===== config.mk =====
export PLATFORM = sky130hd
export DESIGN_NAME = uart_frame_parser
export DESIGN_NICKNAME = d
export VERILOG_FILES = /design/src/rtl/uart_pkg.sv /design/src/rtl/uart_frame_buf.sv /design/src/rtl/uart_frame_parser.sv
export SDC_FILE = /design/constraint.sdc
export NUM_CORES = 1
export LEC_CHECK = 0
export ABC_AREA = 1
export CORE_ASPECT_RATIO = 1.5
export CORE_MARGIN = 1.5
export CORE_UTILIZATION = 50
export DETAILED_ROUTE_END_ITERATION = 6
export HOLD_SLACK_MARGIN = 0.05
export PLACE_DENSITY = 0.76
export SLEW_MARGIN = 20
export SYNTH_ARGS = -nofsm -noshare
export SYNTH_HDL_FRONTEND = slang
export SYNTH_SLANG_ARGS = --single-unit

===== constraint.sdc =====
create_clock -name clk -period 2.1 [get_ports clk]
set_clock_uncertainty 0.15 [all_clocks]
set_input_delay 0.42 -clock clk [delete_from_list [all_inputs] [get_ports clk]]
set_output_delay 0.42 -clock clk [all_outputs]
set_load 0.02 [all_outputs]

===== src/rtl/uart_pkg.sv =====
// Shared definitions for the UART framing layer: sync marker, error codes
// and the frame parser state encoding.
package uart_pkg;

  localparam logic [7:0] SYNC_BYTE_DEF = 8'hA5;

  localparam logic [1:0] ERR_NONE    = 2'd0;
  localparam logic [1:0] ERR_LEN     = 2'd1;
  localparam logic [1:0] ERR_CHK     = 2'd2;
  localparam logic [1:0] ERR_TIMEOUT = 2'd3;

  typedef enum logic [2:0] {
    ST_HUNT    = 3'd0,
    ST_LEN     = 3'd1,
    ST_PAYLOAD = 3'd2,
    ST_CHK     = 3'd3,
    ST_DRAIN   = 3'd4
  } parser_state_e;

endpackage


===== src/rtl/uart_frame_buf.sv =====
// Payload holding buffer: one synchronous write port, one asynchronous read
// port. Addresses outside the array write nothing and read zero.
module uart_frame_buf #(
  parameter int DATA_W = 8,
  parameter int DEPTH  = 16,
  parameter int AW     = $clog2(DEPTH + 1)
) (
  input  logic              clk,
  input  logic              i_we,
  input  logic [AW-1:0]     i_waddr,
  input  logic [DATA_W-1:0] i_wdata,
  input  logic [AW-1:0]     i_raddr,
  output logic [DATA_W-1:0] o_rdata
);

  localparam int IW = (DEPTH > 1) ? $clog2(DEPTH) : 1;
  localparam logic [AW-1:0] DEPTH_A = AW'(DEPTH);

  logic [DATA_W-1:0] r_mem [DEPTH];

  // Store one payload byte per write strobe
  always_ff @(posedge clk) begin
    if (i_we && (i_waddr < DEPTH_A)) begin
      r_mem[i_waddr[IW-1:0]] <= i_wdata;
    end
  end

  // Combinational read so the next byte is ready in the same cycle
  always_comb begin
    o_rdata = '0;
    if (i_raddr < DEPTH_A) begin
      o_rdata = r_mem[i_raddr[IW-1:0]];
    end
  end

endmodule


===== src/rtl/uart_frame_parser.sv =====
// Frame parser: SYNC, LEN, payload, CHK. Payload is held until the XOR
// checksum matches, then streamed out on a valid/ready interface.
module uart_frame_parser
  import uart_pkg::*;
#(
  parameter logic [7:0] SYNC_BYTE      = SYNC_BYTE_DEF,
  parameter int         MAX_LEN        = 16,
  parameter int         TIMEOUT_CYCLES = 104160
) (
  input  logic       clk,
  input  logic       rst,
  input  logic [7:0] rx_data,
  input  logic       rx_strobe,
  output logic [7:0] m_data,
  output logic       m_valid,
  output logic       m_last,
  input  logic       m_ready,
  output logic       frame_ok,
  output logic       frame_err,
  output logic [1:0] err_code,
  output logic       overrun
);

  localparam int LW = $clog2(MAX_LEN + 1);
  localparam int TW = $clog2(TIMEOUT_CYCLES);
  localparam logic [7:0]    MAX_LEN_B = 8'(MAX_LEN);
  localparam logic [TW-1:0] TMO_LAST  = TW'(TIMEOUT_CYCLES - 1);
  localparam logic [LW-1:0] ONE       = LW'(1);

  parser_state_e r_state, w_state_nxt;

  logic [LW-1:0] r_len, w_len_nxt;
  logic [LW-1:0] r_wr_idx, w_wr_nxt;
  logic [LW-1:0] r_rd_idx, w_rd_nxt;
  logic [7:0]    r_chk, w_chk_nxt;
  logic [TW-1:0] r_tmo, w_tmo_nxt;
  logic [7:0]    r_m_data, w_data_nxt;
  logic          r_m_valid, w_valid_nxt;
  logic          r_m_last, w_last_nxt;
  logic          r_frame_ok, w_ok_nxt;
  logic          r_frame_err, w_err_nxt;
  logic [1:0]    r_err_code, w_code_nxt;
  logic          r_overrun, w_ovr_nxt;

  logic          w_we;
  logic [LW-1:0] w_raddr;
  logic [7:0]    w_rdata;

  uart_frame_buf #(
    .DATA_W (8),
    .DEPTH  (MAX_LEN),
    .AW     (LW)
  ) u_buf (
    .clk     (clk),
    .i_we    (w_we),
    .i_waddr (r_wr_idx),
    .i_wdata (rx_data),
    .i_raddr (w_raddr),
    .o_rdata (w_rdata)
  );

  // State register
  always_ff @(posedge clk or posedge rst) begin
    if (rst) r_state <= ST_HUNT;
    else     r_state <= w_state_nxt;
  end

  // Next-state, checksum, timeout and stream output decisions
  always_comb begin
    w_state_nxt = r_state;
    w_len_nxt   = r_len;
    w_wr_nxt    = r_wr_idx;
    w_rd_nxt    = r_rd_idx;
    w_chk_nxt   = r_chk;
    w_tmo_nxt   = '0;
    w_data_nxt  = r_m_data;
    w_valid_nxt = r_m_valid;
    w_last_nxt  = r_m_last;
    w_ok_nxt    = 1'b0;
    w_err_nxt   = 1'b0;
    w_code_nxt  = r_err_code;
    w_ovr_nxt   = 1'b0;
    w_we        = 1'b0;
    // While checking, prefetch byte 0; while draining, prefetch the next one.
    w_raddr     = (r_state == ST_CHK) ? '0 : r_rd_idx + ONE;

    case (r_state)
      ST_HUNT: begin
        if (rx_strobe && (rx_data == SYNC_BYTE)) begin
          w_state_nxt = ST_LEN;
        end
      end

      ST_LEN, ST_PAYLOAD, ST_CHK: begin
        if (!rx_strobe) begin
          // A strobe arriving on the expiry cycle takes priority over the timeout.
          if (r_tmo == TMO_LAST) begin
            w_err_nxt   = 1'b1;
            w_code_nxt  = ERR_TIMEOUT;
            w_state_nxt = ST_HUNT;
          end else begin
            w_tmo_nxt = r_tmo + TW'(1);
          end
        end else if (r_state == ST_LEN) begin
          if ((rx_data == 8'd0) || (rx_data > MAX_LEN_B)) begin
            w_err_nxt   = 1'b1;
            w_code_nxt  = ERR_LEN;
            w_state_nxt = ST_HUNT;
          end else begin
            w_len_nxt   = rx_data[LW-1:0];
            w_chk_nxt   = rx_data;
            w_wr_nxt    = '0;
            w_state_nxt = ST_PAYLOAD;
          end
        end else if (r_state == ST_PAYLOAD) begin
          w_we      = 1'b1;
          w_chk_nxt = r_chk ^ rx_data;
          if (r_wr_idx == r_len - ONE) w_state_nxt = ST_CHK;
          else                         w_wr_nxt    = r_wr_idx + ONE;
        end else begin
          if (rx_data == r_chk) begin
            w_rd_nxt    = '0;
            w_valid_nxt = 1'b1;
            w_data_nxt  = w_rdata;
            w_last_nxt  = (r_len == ONE);
            w_ok_nxt    = 1'b1;
            w_state_nxt = ST_DRAIN;
          end else begin
            w_err_nxt   = 1'b1;
            w_code_nxt  = ERR_CHK;
            w_state_nxt = ST_HUNT;
          end
        end
      end

      ST_DRAIN: begin
        // Bytes arriving while the buffer is streaming out are lost, SYNC included.
        w_ovr_nxt = rx_strobe;
        if (r_m_valid && m_ready) begin
          if (r_m_last) begin
            w_valid_nxt = 1'b0;
            w_last_nxt  = 1'b0;
            w_state_nxt = ST_HUNT;
          end else begin
            w_rd_nxt   = r_rd_idx + ONE;
            w_data_nxt = w_rdata;
            w_last_nxt = ((r_rd_idx + ONE) == (r_len - ONE));
          end
        end
      end

      default: w_state_nxt = ST_HUNT;
    endcase
  end

  // Counters, checksum and registered outputs
  always_ff @(posedge clk or posedge rst) begin
    if (rst) begin
      r_len       <= '0;
      r_wr_idx    <= '0;
      r_rd_idx    <= '0;
      r_chk       <= '0;
      r_tmo       <= '0;
      r_m_data    <= '0;
      r_m_valid   <= 1'b0;
      r_m_last    <= 1'b0;
      r_frame_ok  <= 1'b0;
      r_frame_err <= 1'b0;
      r_err_code  <= ERR_NONE;
      r_overrun   <= 1'b0;
    end else begin
      r_len       <= w_len_nxt;
      r_wr_idx    <= w_wr_nxt;
      r_rd_idx    <= w_rd_nxt;
      r_chk       <= w_chk_nxt;
      r_tmo       <= w_tmo_nxt;
      r_m_data    <= w_data_nxt;
      r_m_valid   <= w_valid_nxt;
      r_m_last    <= w_last_nxt;
      r_frame_ok  <= w_ok_nxt;
      r_frame_err <= w_err_nxt;
      r_err_code  <= w_code_nxt;
      r_overrun   <= w_ovr_nxt;
    end
  end

  assign m_data    = r_m_data;
  assign m_valid   = r_m_valid;
  assign m_last    = r_m_last;
  assign frame_ok  = r_frame_ok;
  assign frame_err = r_frame_err;
  assign err_code  = r_err_code;
  assign overrun   = r_overrun;

endmodule


==> impl_metrics.csv <==
group,metric,value,unit
yosys,ys_types,33,
placed_design,dp_hpwl,14.84,mm
yosys,yosys_warnings,0,
power,peakVddDrop,0.5912,mV
yosys,synthesis.area,8663,um2
cts,cts_made_buffers,17,
power,power_density,701.4,nW/um2
yosys,async_reset_ff_frac,0.3118,
floorplanning,start_util,0.5146,
cells_and_area,fin_cells,1247,
timing,relSlewSlack,0.7581,
power,leakage,4.411,nW
worst_setup_path,startpoint_type,"flip-flop",
floorplanning,die_h,164.2,um
timing,worstMarginPinSlew,362.8,ps
timing,period_minus_slack,2090,ps
cells_and_area,syn_to_final_growth,20.88,%
global_route,grtUsageTotal,0.2483,
timing,setup_ws,9.535,ps
route,wl_met1,7.744,mm
route,wl_met3,942,um
yosys,syn_nets,948,
worst_setup_path,crit_fanout,5,
yosys,synth_seq_cells,186,
worst_setup_path,worstPathArrival,2260,ps
timing,timing.fmax,478.4,MHz
cts,cts_tree,"yes",
yosys,synth_top_flop_cell,"edfxtp_1",
placed_design,portBuffers,26,
route,firstDrtPassIters,5,
worst_setup_path,crit_required,2270,ps
cts,cts-root-buf,"clkbuf_16",
placed_design,dpl.cell_count,1215,
route,met2_length,12.19,mm
route,via_per_inst,5.552,
floorplanning,ioPinCount,27,
yosys,yosysSeqAreaShare,0.6112,
timing,fin_tns_setup,0,ps
global_route,grt_pass1_wl,34.51,mm
route,first_iter_violations,488,
cts,cts_hold_buf,0,
global_route,grt_max_degree,59,
route,drc_errors,0,
cts,clk_latency,430,ps
placed_design,gp_congestion,0.8818,
cts,clkTransAtPathRegs,70,ps
route,vias,6923,
yosys,syn_inst,928,
timing,period_share,0.9955,
timing,slew_violations,0,
global_route,grt_pass1_vias,6917,
timing,rsz0062_at_grt,"yes",
route,wl_per_cell,17.82,um
cells_and_area,final_cell_mix,"nand2_1, nand3_1, edfxtp_1, inv_1, nor2_1",
cts,clock_path_buffers,2,
worst_setup_path,worstSetupPathType,"reg -> reg",
route,routed_wl,22.22,mm
cts,cts_sinks,186,
floorplanning,dieArea,18140,um2
route,ant_nets,0,
worst_hold_path,min_path_type,"in -> async",
floorplanning,rows,58,
floorplanning,coreArea,16840,um2
yosys,synth_edf_count,128,
floorplanning,die_w,110.5,um
timing,setup_viol_count_final,0,
yosys,synth_top_area_cell,"edfxtp_1",
yosys,synth_area_per_cell,9.335,um2
yosys,synth_top_area_frac,0.4437,
global_route,antenna_found_initial,0,
global_route,grt_overflow_total,0,
yosys,synth_area_leaders,"edfxtp_1, dfrtp_1, nand2_1",
flow_run,drv_cap,0,
placed_design,dp_slack,-403.9,ps
cells_and_area,drive_gt1_frac,0.1475,
timing,hold_violations,0,
cells_and_area,final_common_cell,"nand2_1",
route,routed.top_layer,"met4",
cells_and_area,nets,1044,
worst_setup_path,endpoint_kind,"flip-flop",
cts,cts_max_level,4,
status,outcome,"completed",
cts,cts_setup_buffers,0,
cells_and_area,diodes,0,
==> worst max-delay path, stage by stage (launching register included) <==
cell and delay (ps):
dfrtp_1 360, inv_2 60, ha_2 360, inv_1 50, nand2_1 60, nand2_1 40
nor2_1 130, nand3_1 120, nor2_2 110, nand4_1 160, buf_4 210, nand4_1 80
nand2_1 80
==> synthesized netlist by cell type (2+ instances only) <==
cell / count
nand2_1: 260
nand3_1: 151
edfxtp_1: 128
inv_1: 88
nor2_1: 80
dfrtp_1: 58
o21ai_0: 34
nand4_1: 16
a21oi_1: 15
clkbuf_1: 13
nor3_1: 12
xnor2_1: 11
buf_4: 8
ha_1: 8
buf_2: 7
o21ai_1: 7
xor2_1: 6
nand3b_1: 4
inv_2: 3
nor2_2: 3
nor4_1: 3
a31oi_1: 2
==> state kept, by name (all words and copies together), names as in the netlist <==
name         cells
m_last           1
overrun          1
m_valid          1
u_buf.r_mem    128
r_rd_idx         5
r_tmo           17
r_wr_idx         5
m_data           8
r_chk            8
r_len            5
err_code         2
r_state          3
frame_ok         1
frame_err        1
==> power breakdown <==
part           leakage [nW]  internal [mW]  switching (mW)
Clock                 0.291           1.61            1.58
Combinational          2.19         0.0788           0.140
Sequential             1.93           3.93         0.00698
==> cells by family (layout without fill, tap and decap cells) <==
logic type / Yosys count / count (layout) / share of synthesized area
adders and majority gates: 8 / 8 / 0.01155
AOI/OAI and AO/OA: 61 / 61 / 0.03639
and+or+nand+nor: 535 / 535 / 0.2668
DFF: 186 / 186 / 0.6112
xor gates and xnor gates: 17 / 17 / 0.01719
buffers and inverters: 121 / 230 / 0.05690
==> layout make-up <==
| class | instances | area (um2) |
|---|---|---|
| timing repair buffer | 106 | 989.7 |
| inverter | 92 | 345.3 |
| clock inverter | 15 | 166.4 |
| clock buffer | 17 | 425.4 |
| fill | 1345 | 6364 |
| tap | 210 | 262.8 |
| multi-input combinational | 621 | 2987 |
| sequential | 186 | 5296 |
==> per-stage QoR <==
stage / power, mW / hold WS [ps] / cell area, um2 / utilization
after detailed placement: 4.228 / 300.1 / 9742 / 0.5786
after floorplan: 4.091 / 282.9 / 8663 / -
final: 7.345 / 219.8 / 10470 / 0.6220
after CTS: 7.374 / 228.7 / 10340 / 0.6141
after global routing: 7.535 / 236.2 / 10470 / 0.6220
after global placement: 4.223 / 303.8 / 9742 / 0.5786
==> what timing repair did <==
action | 4_1_cts | 5_1_grt
setup endpoints to repair | 96 | 159
resized for setup | 3 | 41
cloned | 0 | 0
pin swaps | 0 | 1
hold endpoints to repair | 0 | 0
==> layer usage <==
layer | track usage | up-vias
li1 | - | 3301
met1 | 0.2499 | 3313
met2 | 0.4770 | 224
met3 | 0.03395 | 85
met4 | 0.1603 | 0
met5 | 0 | -
==> worst paths after layout <==
kind / start / end / slack, ps / cells past startpoint
max: r_len[1] / r_wr_idx[2] / 10 / 12
min: rst / m_data[3] / 220 / 3
max reg2reg: r_len[1] / r_wr_idx[2] / 10 / 12
min reg2reg: r_tmo[0] / r_tmo[0] / 330 / 1
max in group asynchronous: rst / r_state[1] / 1290 / 3
min in group clk: r_tmo[0] / r_tmo[0] / 330 / 1
Note: power is estimated with default switching activity, not from simulation.
